**config.mk**
```make
export PLATFORM = sky130hd
export DESIGN_NAME = aes_round_sequencer
export DESIGN_NICKNAME = d
export VERILOG_FILES = /design/src/rtl/aes_pkg.sv /design/src/rtl/aes_round_sequencer.sv
export SDC_FILE = /design/constraint.sdc
export NUM_CORES = 1
export LEC_CHECK = 0
export BUFFER_PORTS_ARGS = -buffer_cell sky130_fd_sc_hd__buf_2
export CAP_MARGIN = 20
export CORE_AREA = 5 5 350 352
export DETAILED_ROUTE_END_ITERATION = 10
export DIE_AREA = 0 0 355 357
export GPL_TIMING_DRIVEN = 0
export SLEW_MARGIN = 15
export SYNTH_ARGS = -nofsm -noshare
export SYNTH_HDL_FRONTEND = slang
export SYNTH_SLANG_ARGS = --single-unit
```
**constraint.sdc**
```tcl
create_clock -name clk -period 2.39 [get_ports clk]
set_clock_uncertainty 0.1 [all_clocks]
set_input_delay 0.1195 -clock clk [delete_from_list [all_inputs] [get_ports clk]]
set_output_delay 0.1195 -clock clk [all_outputs]
set_load 0.05 [all_outputs]
```
**src/rtl/aes_pkg.sv**
```systemverilog
// Shared AES definitions: round count, block width and the round-sequencer state encoding.
package aes_pkg;

  localparam int AES_NR  = 10;
  localparam int BLOCK_W = 128;

  typedef logic [BLOCK_W-1:0] block_t;

  typedef enum logic [1:0] {
    ST_IDLE,
    ST_INIT,
    ST_ROUND,
    ST_DONE
  } seq_state_e;

endpackage

```
**src/rtl/aes_round_sequencer.sv**
```systemverilog
// Iterative AES-128 round controller: initial AddRoundKey, then issues rounds 1..NR to an
// external registered round datapath and returns the final state on a valid/ready port.
module aes_round_sequencer
  import aes_pkg::*;
#(
  parameter int NR        = AES_NR,
  parameter int ROUND_LAT = 2
) (
  input  logic               clk,
  input  logic               rst,
  input  logic               in_valid,
  output logic               in_ready,
  input  logic [BLOCK_W-1:0] in_data,
  input  logic [BLOCK_W-1:0] in_key,
  output logic               out_valid,
  input  logic               out_ready,
  output logic [BLOCK_W-1:0] out_data,
  output logic [BLOCK_W-1:0] rd_in_data,
  output logic [BLOCK_W-1:0] rd_in_key,
  output logic [3:0]         rd_round,
  output logic               rd_last,
  input  logic [BLOCK_W-1:0] rd_out_data,
  input  logic [BLOCK_W-1:0] rd_out_key
);

  localparam int                WCNT_W     = (ROUND_LAT > 1) ? $clog2(ROUND_LAT) : 1;
  localparam logic [WCNT_W-1:0] WCNT_LAST  = WCNT_W'(ROUND_LAT - 1);
  localparam logic [3:0]        ROUND_LAST = 4'(NR);

  seq_state_e        state_q;
  block_t            data_q;
  block_t            key_q;
  logic [WCNT_W-1:0] wcnt_q;

  // The datapath sees the working state and previous round key directly from the registers.
  assign rd_in_data = data_q;
  assign rd_in_key  = key_q;

  // rd_round doubles as the round counter: it is nonzero exactly while a round is issued.
  always_ff @(posedge clk) begin
    // NOTE: every state element uses <= so all registers update from pre-edge values.
    if (rst) begin
      state_q   <= ST_IDLE;
      in_ready  <= 1'b1;
      out_valid <= 1'b0;
      out_data  <= '0;
      rd_round  <= '0;
      rd_last   <= 1'b0;
      data_q    <= '0;
      key_q     <= '0;
      wcnt_q    <= '0;
    end else begin
      case (state_q)
        ST_IDLE: begin
          if (in_valid) begin
            data_q   <= in_data;
            key_q    <= in_key;
            in_ready <= 1'b0;
            state_q  <= ST_INIT;
          end
        end

        ST_INIT: begin
          data_q   <= data_q ^ key_q;
          rd_round <= 4'd1;
          rd_last  <= (ROUND_LAST == 4'd1);
          wcnt_q   <= '0;
          state_q  <= ST_ROUND;
        end

        ST_ROUND: begin
          if (wcnt_q == WCNT_LAST) begin
            data_q <= rd_out_data;
            key_q  <= rd_out_key;
            wcnt_q <= '0;
            if (rd_round == ROUND_LAST) begin
              out_data  <= rd_out_data;
              out_valid <= 1'b1;
              rd_round  <= '0;
              rd_last   <= 1'b0;
              state_q   <= ST_DONE;
            end else begin
              rd_round <= rd_round + 4'd1;
              rd_last  <= ((rd_round + 4'd1) == ROUND_LAST);
            end
          end else begin
            wcnt_q <= wcnt_q + WCNT_W'(1);
          end
        end

        ST_DONE: begin
          if (out_ready) begin
            out_valid <= 1'b0;
            in_ready  <= 1'b1;
            state_q   <= ST_IDLE;
          end
        end

        default: state_q <= ST_IDLE;
      endcase
    end
  end

endmodule

```
==> key figures, run 1 <==
Floorplanning
  • Initial Util: 0.164
  • Die extent in y: 357 um
  • Die W: 355 um
  • Ports: 907
  • Num rows: 127
  • Die area: 127000 um^2
  • Core area: 119000 um^2

Layout
  • Final cell count without fillers: 5183
  • Finished layout cell area: 33300 um^2
  • Nets: 4108
  • Share of cells above drive strength 1: 0.368
  • Most common cell after layout, fill and taps aside: buf_2
  • Leading cell types in the layout, fill and taps excluded: 969 x buf_2, 515 x dlygate4sd3_1, 394 x dfxtp_1
  • Area grow syn2layout: 70.1%

Place
  • Cell count after placement: 4569
  • Area after DPL: 26100 um^2
  • Place WS: -0.692 ns
  • RePlAce Congestion: 0.952
  • Port bufs: 905
  • DP HPWL: 101000 um

Clock tree
  • Max clock buf depth: 3
  • TritonCTS clock tree: built
  • Worst-path clk slew: 0.06 ns
  • Clk_lat worst skew: 0.62 ns
  • CTS Buf Count: 48
  • # H-tree levels: 2
  • Clock Sinks: 394
  • Root Driver: clkbuf_16

Synthesis
  • Post-synth EDFFs: 0
  • Main combinational cell family by area after synthesis: compound AO/OA/AOI/OAI gates
  • Async SR Flop Fraction: 0
  • Synthesized area: 19600 um^2
  • Post-synthesis sequential area ratio: 0.403
  • Avg Cell Area, Syn: 9.25 um^2
  • Synth Register Bits: 394
  • Mapped Nets: 2638
  • Top FF cell, synth: dfxtp_1
  • Xor/xnor share of the synthesized area: 0.0582
  • Warnings, synthesis: 0
  • Synth Area in Compound Gates: 0.311
  • Post-synth cell types: 42
  • Mux cell area share after synthesis: 0.0665
  • Post-synthesis simple-gate area fraction: 0.0666
  • Post-synthesis cell count: 2115
  • Post-Synth Adder-Cell Area: 0.00448

Timing
  • Post-route minimum period: 2.30 ns
  • Fin worst setup slack: 0.0891 ns
  • Worst Tran Pin Value: 1.07 ns
  • Setup Viol. Count Final: 0
  • RSZ-0062 raised after global routing: no
  • Max Slew Vio Count: 0
  • Hold Vio Cnt, Final: 0
  • Crit share post-route: 0.963
  • Setup_tns: 0 ns
  • Max_slew headroom: 0.289
  • Maximum clock rate: 0.435 GHz

Worst setup path
  • R2R cell count: 8
  • Worst R2R Start: state_q[0]$_SDFFE_PP0P_
  • Startpoint Class: flip-flop
  • CP required: 2.75 ns
  • CP Cell Sequence: inv_1 -> ha_1 -> buf_2 -> buf_8 -> buf_12 -> buf_4 -> mux2i_4 -> a211oi_2
  • FF-to-FF End: rd_in_key[118]$_SDFFE_PP0P_
  • CP Class: reg2reg
  • Worst Path Arrival: 2.67 ns
  • Slowest-stage cell, CP: mux2i_4
  • Worst path max stage delay: 0.36 ns
  • Worst R2R Setup Slack: 0.09 ns
  • Crit. End Element: flip-flop
  • CP Max Fanout: 10

Routing
  • Via/cell ratio: 4.77
  • DRC viols: 0
  • Antenna-violating nets left: 0
  • Total wire length: 135000 um
  • Wire length per cell: 26.1 um
  • Initial drt markers: 2264
  • DRT Pass-1 Iters: 5
  • Total number of vias: 24.7k

Min path
  • Hold Crit Endpoint: out_data[54]$_SDFFE_PP0P_
  • Hold wc startpoint: rd_out_data[54]
  • HP Class: in2reg
  • Hold Path Depth: 4

Pwr
  • Lkg Pwr: 0.0142 uW
  • Cell Pwr Density: 1330 nW/um^2
  • VDD IR max: 805 uV
  • Final Power: 44300 uW

Global route
  • Largest net degree at the start of global routing: 20
  • Gr usage total: 0.200
  • Number of global-route vias before repair: 25.0k
  • Grt total ovfl: 0
  • First-pass GRT wire length: 185000 um
  • Initial antenna violation count: 38

Run status
  • Status: complete, no violations

Flow run
  • Max Cap Viol: 0
==> cell usage after synthesis (all sizes together) (118+ instances only) <==
| library cell | n | area [um^2] |
|---|---|---|
| mux2i | 130 | 1300 |
| nand3 | 132 | 661 |
| o32ai | 129 | 1200 |
| inv | 138 | 518 |
| xor2 | 129 | 1130 |
| a211oi | 129 | 1570 |
| a221oi | 128 | 1120 |
| nor2 | 132 | 495 |
| a21oi | 133 | 666 |
| buf | 118 | 744 |
| o21ai | 129 | 646 |
| dfxtp | 394 | 7890 |
| clkbuf | 127 | 503 |
| a31oi | 130 | 813 |
==> layer usage <==
layer | global-route usage | vias up | wire (um)
li1 | - | 10896 | -
met1 | 0.243 | 11892 | 53000
met3 | 0.0657 | 407 | 14300
met4 | 0.0967 | 10 | 6960
met5 | 0 | - | 48
met2 | 0.321 | 1541 | 61200
==> where the power goes <==
part           leakage (uW)  internal (uW)  total (uW)  switching [uW]
registers           0.00323           8190        9930            1740
clock network      0.000787           4580        7810            3230
logic                0.0102           8420       26500           18100
==> timing repair <==
action / CTS / global route
setup endpoints to repair: 384 / 252
hold buffers: 515 / 0
pin swaps: 0 / 0
gates resized for setup: 94 / 72
hold endpoints to repair: 389 / 0
buffers inserted: 2 / 0
==> per-stage QoR <==
| stage | utilization | hold slack, ns |
|---|---|---|
| 2_1_floorplan | - | 0.167 |
| 3_3_place_gp | 0.219 | 0.290 |
| 3_5_place_dp | 0.219 | 0.295 |
| 4_1_cts | 0.278 | 0.155 |
| 5_1_grt | 0.280 | 0.195 |
| 6_report | 0.280 | 0.220 |
==> final cells by class <==
class / count / area [um^2]
well taps: 1548 / 1940
plain buffers: 242 / 1440
flip-flops and latches: 394 / 7890
multi-input cells: 1338 / 10100
clock inverters: 12 / 179
fillers: 12540 / 85700
clock buffers: 72 / 1440
repair buffers: 1423 / 9720
inverters: 138 / 518
diodes: 16 / 40.0
==> worst max-delay path: cells and delay by family (launching register included) <==
kind | cells | cell delay, ns
fa+ha+maj | 1 | 0.13
flops | 1 | 0.34
buf+inv | 5 | 1.07
compound gates | 1 | 0.10
mux | 1 | 0.36
==> registers in the layout (all words and copies together) (netlist names) <==
register	cells
in_ready	1
out_data	128
out_valid	1
rd_in_data	128
rd_in_key	128
rd_last	1
rd_round	4
state_q	2
wcnt_q	1
==> worst max-delay path by stage <==
stage                                        start                     endpoint  slack [ns]
final                      state_q[0]$_SDFFE_PP0P_  rd_in_key[118]$_SDFFE_PP0P_        0.09
after global routing       state_q[0]$_SDFFE_PP0P_    out_data[48]$_SDFFE_PP0P_       0.003
after detailed placement   state_q[0]$_SDFFE_PP0P_   rd_in_key[22]$_SDFFE_PP0P_       -0.69
after CTS                  state_q[0]$_SDFFE_PP0P_   rd_in_key[25]$_SDFFE_PP0P_       -0.01
after floorplan           rd_round[0]$_SDFFE_PP0P_    out_data[62]$_SDFFE_PP0P_        0.41
after global placement     state_q[0]$_SDFFE_PP0P_   rd_in_key[24]$_SDFFE_PP0P_       -0.68
==> cell families (layout without fill, tap and decap cells) <==
logic type,count (synthesis),after routing
AO/OA/AOI/OAI,785,785
XOR/XNOR,130,130
adder cells (fa/ha/maj),7,7
buffers and inverters,383,1887
flip-flops,394,394
multiplexers,130,130
other,0,16
AND/OR/NAND/NOR,286,286
No activity file was read; power rests on OpenSTA's default activity.
==> run 2, diff against run 1 <==
--- a/config.mk
+++ b/config.mk
@@ -7,10 +7,11 @@
 export LEC_CHECK = 0
 export BUFFER_PORTS_ARGS = -buffer_cell sky130_fd_sc_hd__buf_2
 export CAP_MARGIN = 20
-export CORE_AREA = 5 5 350 352
+export CORE_AREA = 5 5 353 355
 export DETAILED_ROUTE_END_ITERATION = 10
-export DIE_AREA = 0 0 355 357
+export DIE_AREA = 0 0 358 360
 export GPL_TIMING_DRIVEN = 0
+export SETUP_SLACK_MARGIN = 0.2
 export SLEW_MARGIN = 15
 export SYNTH_ARGS = -nofsm -noshare
 export SYNTH_HDL_FRONTEND = slang
==> constraint.sdc (replaced) <==
create_clock -name clk -period 2.7 [get_ports clk]
set_clock_uncertainty 0.1 [all_clocks]
set_input_delay 0.135 -clock clk [delete_from_list [all_inputs] [get_ports clk]]
set_output_delay 0.135 -clock clk [all_outputs]
set_load 0.05 [all_outputs]
==> run 2 against run 1 <==
  * Count of clock-buffer cells in the layout grew 3
  * Sequential share of layout area is essentially flat
  * Core utilization shrank 0.51 points
  * Sequential power shrank 11%
  * Die area grew 1.7%
  * Via count grew 1.3%
  * Worst hold slack lost 0.17 ns
  * Largest power group unchanged
  * Worst setup slack gained 0.20 ns
  * Register-to-register slack gained 0.20 ns
  * Sequential cell count is the same
  * Critical path depth shrank 3
  * Critical path type unchanged
  * Routed wire length grew 1.3%
==> key figures, run 2 (synthesized netlist as in run 1, its figures left out) <==
Routing
  • Antenna-violating nets left: 0 (unchanged)
  • DRT Pass-1 Iters: 8 (was 5)
  • Total wire length: 137000 um (was 135000 um)
  • Via/cell ratio: 4.76 (was 4.77)
  • DRC viols: 0 (unchanged)
  • Wire length per cell: 26.0 um (was 26.1 um)
  • Total number of vias: 25.1k (was 24.7k)
  • Initial drt markers: 2379 (was 2264)

Pwr
  • VDD IR max: 664 uV (was 805 uV)
  • Sw Ratio: 0.520 (was 0.521)
  • Sequential fraction of design power: 0.225 (was 0.224)
  • Cell Pwr Density: 1170 nW/um^2 (was 1330 nW/um^2)
  • Internal power: 18700 uW (was 21200 uW)
  • Comb pwr share: 0.593 (was 0.599)
  • Switching pwr: 20300 uW (was 23100 uW)
  • Lkg Pwr: 0.0142 uW (about the same)
  • Final Power: 39000 uW (was 44300 uW)
  • Clock group share of total power: 0.182 (was 0.176)

Layout
  • Nets: 4112 (was 4108)
  • Finished layout cell area: 33200 um^2 (was 33300 um^2)
  • Leading cell types in the layout, fill and taps excluded: 973 x buf_2, 514 x dlygate4sd3_1, 394 x dfxtp_1 (was 969 x buf_2, 515 x dlygate4sd3_1, 394 x dfxtp_1)
  • Most common cell after layout, fill and taps aside: buf_2 (unchanged)
  • Area grow syn2layout: 69.9% (was 70.1%)
  • Share of cells above drive strength 1: 0.360 (was 0.368)

Timing
  • Crit share post-route: 0.894 (was 0.963)
  • Max_slew headroom: 0.374 (was 0.289)
  • RSZ-0062 raised after global routing: yes (was no)
  • Setup_tns: 0 ns (unchanged)
  • Maximum clock rate: 0.414 GHz (was 0.435 GHz)
  • Setup Viol. Count Final: 0 (unchanged)
  • Final hold slack: 0.0537 ns (was 0.220 ns)
  • Max Slew Vio Count: 0 (unchanged)
  • Worst Tran Pin Value: 0.939 ns (was 1.07 ns)
  • Post-route minimum period: 2.41 ns (was 2.30 ns)
  • Hold Vio Cnt, Final: 0 (unchanged)

Clock tree
  • Clock Sinks: 394 (unchanged)
  • Clk_lat worst skew: 0.62 ns (about the same)
  • # H-tree levels: 2 (unchanged)
  • Worst-path clk slew: 0.06 ns (about the same)
  • TritonCTS clock tree: built (unchanged)
  • Root Driver: clkbuf_16 (unchanged)
  • CTS Buf Count: 51 (was 48)
  • Max clock buf depth: 3 (unchanged)

Floorplanning
  • Ports: 907 (unchanged)
  • Die area: 129000 um^2 (was 127000 um^2)
  • Initial Util: 0.162 (was 0.164)
  • Num rows: 128 (was 127)
  • Die W: 358 um (was 355 um)
  • Core area: 121000 um^2 (was 119000 um^2)
  • Die extent in y: 360 um (was 357 um)

Place
  • Area after DPL: 26200 um^2 (was 26100 um^2)
  • DP HPWL: 102000 um (was 101000 um)
  • Port bufs: 905 (unchanged)
  • RePlAce Congestion: 0.949 (was 0.952)

Worst setup path
  • Startpoint Class: flip-flop (unchanged)
  • Worst path max stage delay: 0.59 ns (was 0.36 ns)
  • CP Max Fanout: 10 (unchanged)
  • Crit. End Element: flip-flop (unchanged)
  • CP Class: reg2reg (unchanged)
  • CP required: 3.14 ns (was 2.75 ns)
  • Slowest-stage cell, CP: clkbuf_1 (was mux2i_4)
  • Worst Path Arrival: 2.86 ns (was 2.67 ns)
  • CP Cell Sequence: ha_1 -> and3b_1 -> clkbuf_1 -> nand3_1 -> a21oi_1 (was inv_1 -> ha_1 -> buf_2 -> buf_8 -> buf_12 -> buf_4 -> mux2i_4 -> a211oi_2)

Min path
  • HP Class: in2reg (unchanged)

Global route
  • Initial antenna violation count: 30 (was 38)
  • Gr usage total: 0.200 (about the same)
  • Number of global-route vias before repair: 25.2k (was 25.0k)
  • First-pass GRT wire length: 186000 um (was 185000 um)
  • Grt total ovfl: 0 (unchanged)
  • Largest net degree at the start of global routing: 13 (was 20)

Run status
  • Status: complete, no violations (unchanged)

Flow run
  • Max Cap Viol: 0 (unchanged)
run 2: repair_timing:
item	CTS	global route
buffers inserted	2	0
endpoints found under the setup margin	290	232
hold endpoints to repair	388	0
hold buffers	514	0
gates resized for setup	37	74
run 2: power groups by stage:
stage | Sequential [uW] | Combinational, uW | Clock (uW)
CTS | 8720 | 22900 | 7280
floorplan | 12900 | 10700 | 0
global placement | 8790 | 21900 | 0
finish | 8790 | 23100 | 7080
global route | 8900 | 24300 | 7460
detailed placement | 8830 | 22100 | 0
run 2: final timing paths:
path	slack (ns)	from	endpoint	cells past startpoint
setup / recovery	0.29	rd_round[1]$_SDFFE_PP0P_	out_data[80]$_SDFFE_PP0P_	5
hold / removal	0.05	rst	state_q[1]$_SDFFE_PP0P_	3
setup reg to reg	0.29	rd_round[1]$_SDFFE_PP0P_	out_data[80]$_SDFFE_PP0P_	5
hold reg to reg	0.37	out_data[0]$_SDFFE_PP0P_	out_data[0]$_SDFFE_PP0P_	2
run 2: layout make-up:
cell class / instances / area [um^2]
flip-flops and latches: 394 / 7890
plain buffers: 244 / 1360
well taps: 1625 / 2030
repair buffers: 1422 / 9720
clock inverters: 16 / 171
multi-input cells: 1338 / 9990
diodes: 16 / 40.0
clock buffers: 75 / 1530
fillers: 12874 / 87800
inverters: 138 / 518
run 2: per-layer routing:
layer,part of all wire,vias to the layer above,track usage
met5,0.00036,-,0
met1,0.39,12171,0.237
li1,-,10891,-
met3,0.11,411,0.0712
met4,0.054,8,0.0950
met2,0.45,1597,0.321
run 2: stage by stage:
step            util  cells  worst slack [ns]
2_1_floorplan      -   2115             0.724
4_1_cts        0.274   5253            0.0469
5_1_grt        0.274   5261             0.186
3_3_place_gp   0.216   4645            -0.290
3_5_place_dp   0.216   4646            -0.313
6_report       0.275   5268             0.285
run 2: critical path: cells and delay by family (launching register included):
family	cells	cell delay (ns)
and+or+nand+nor	2	0.72
buffers and inverters	1	0.59
DFF	1	0.46
adders and majority gates	1	0.24
AOI/OAI and AO/OA	1	0.23
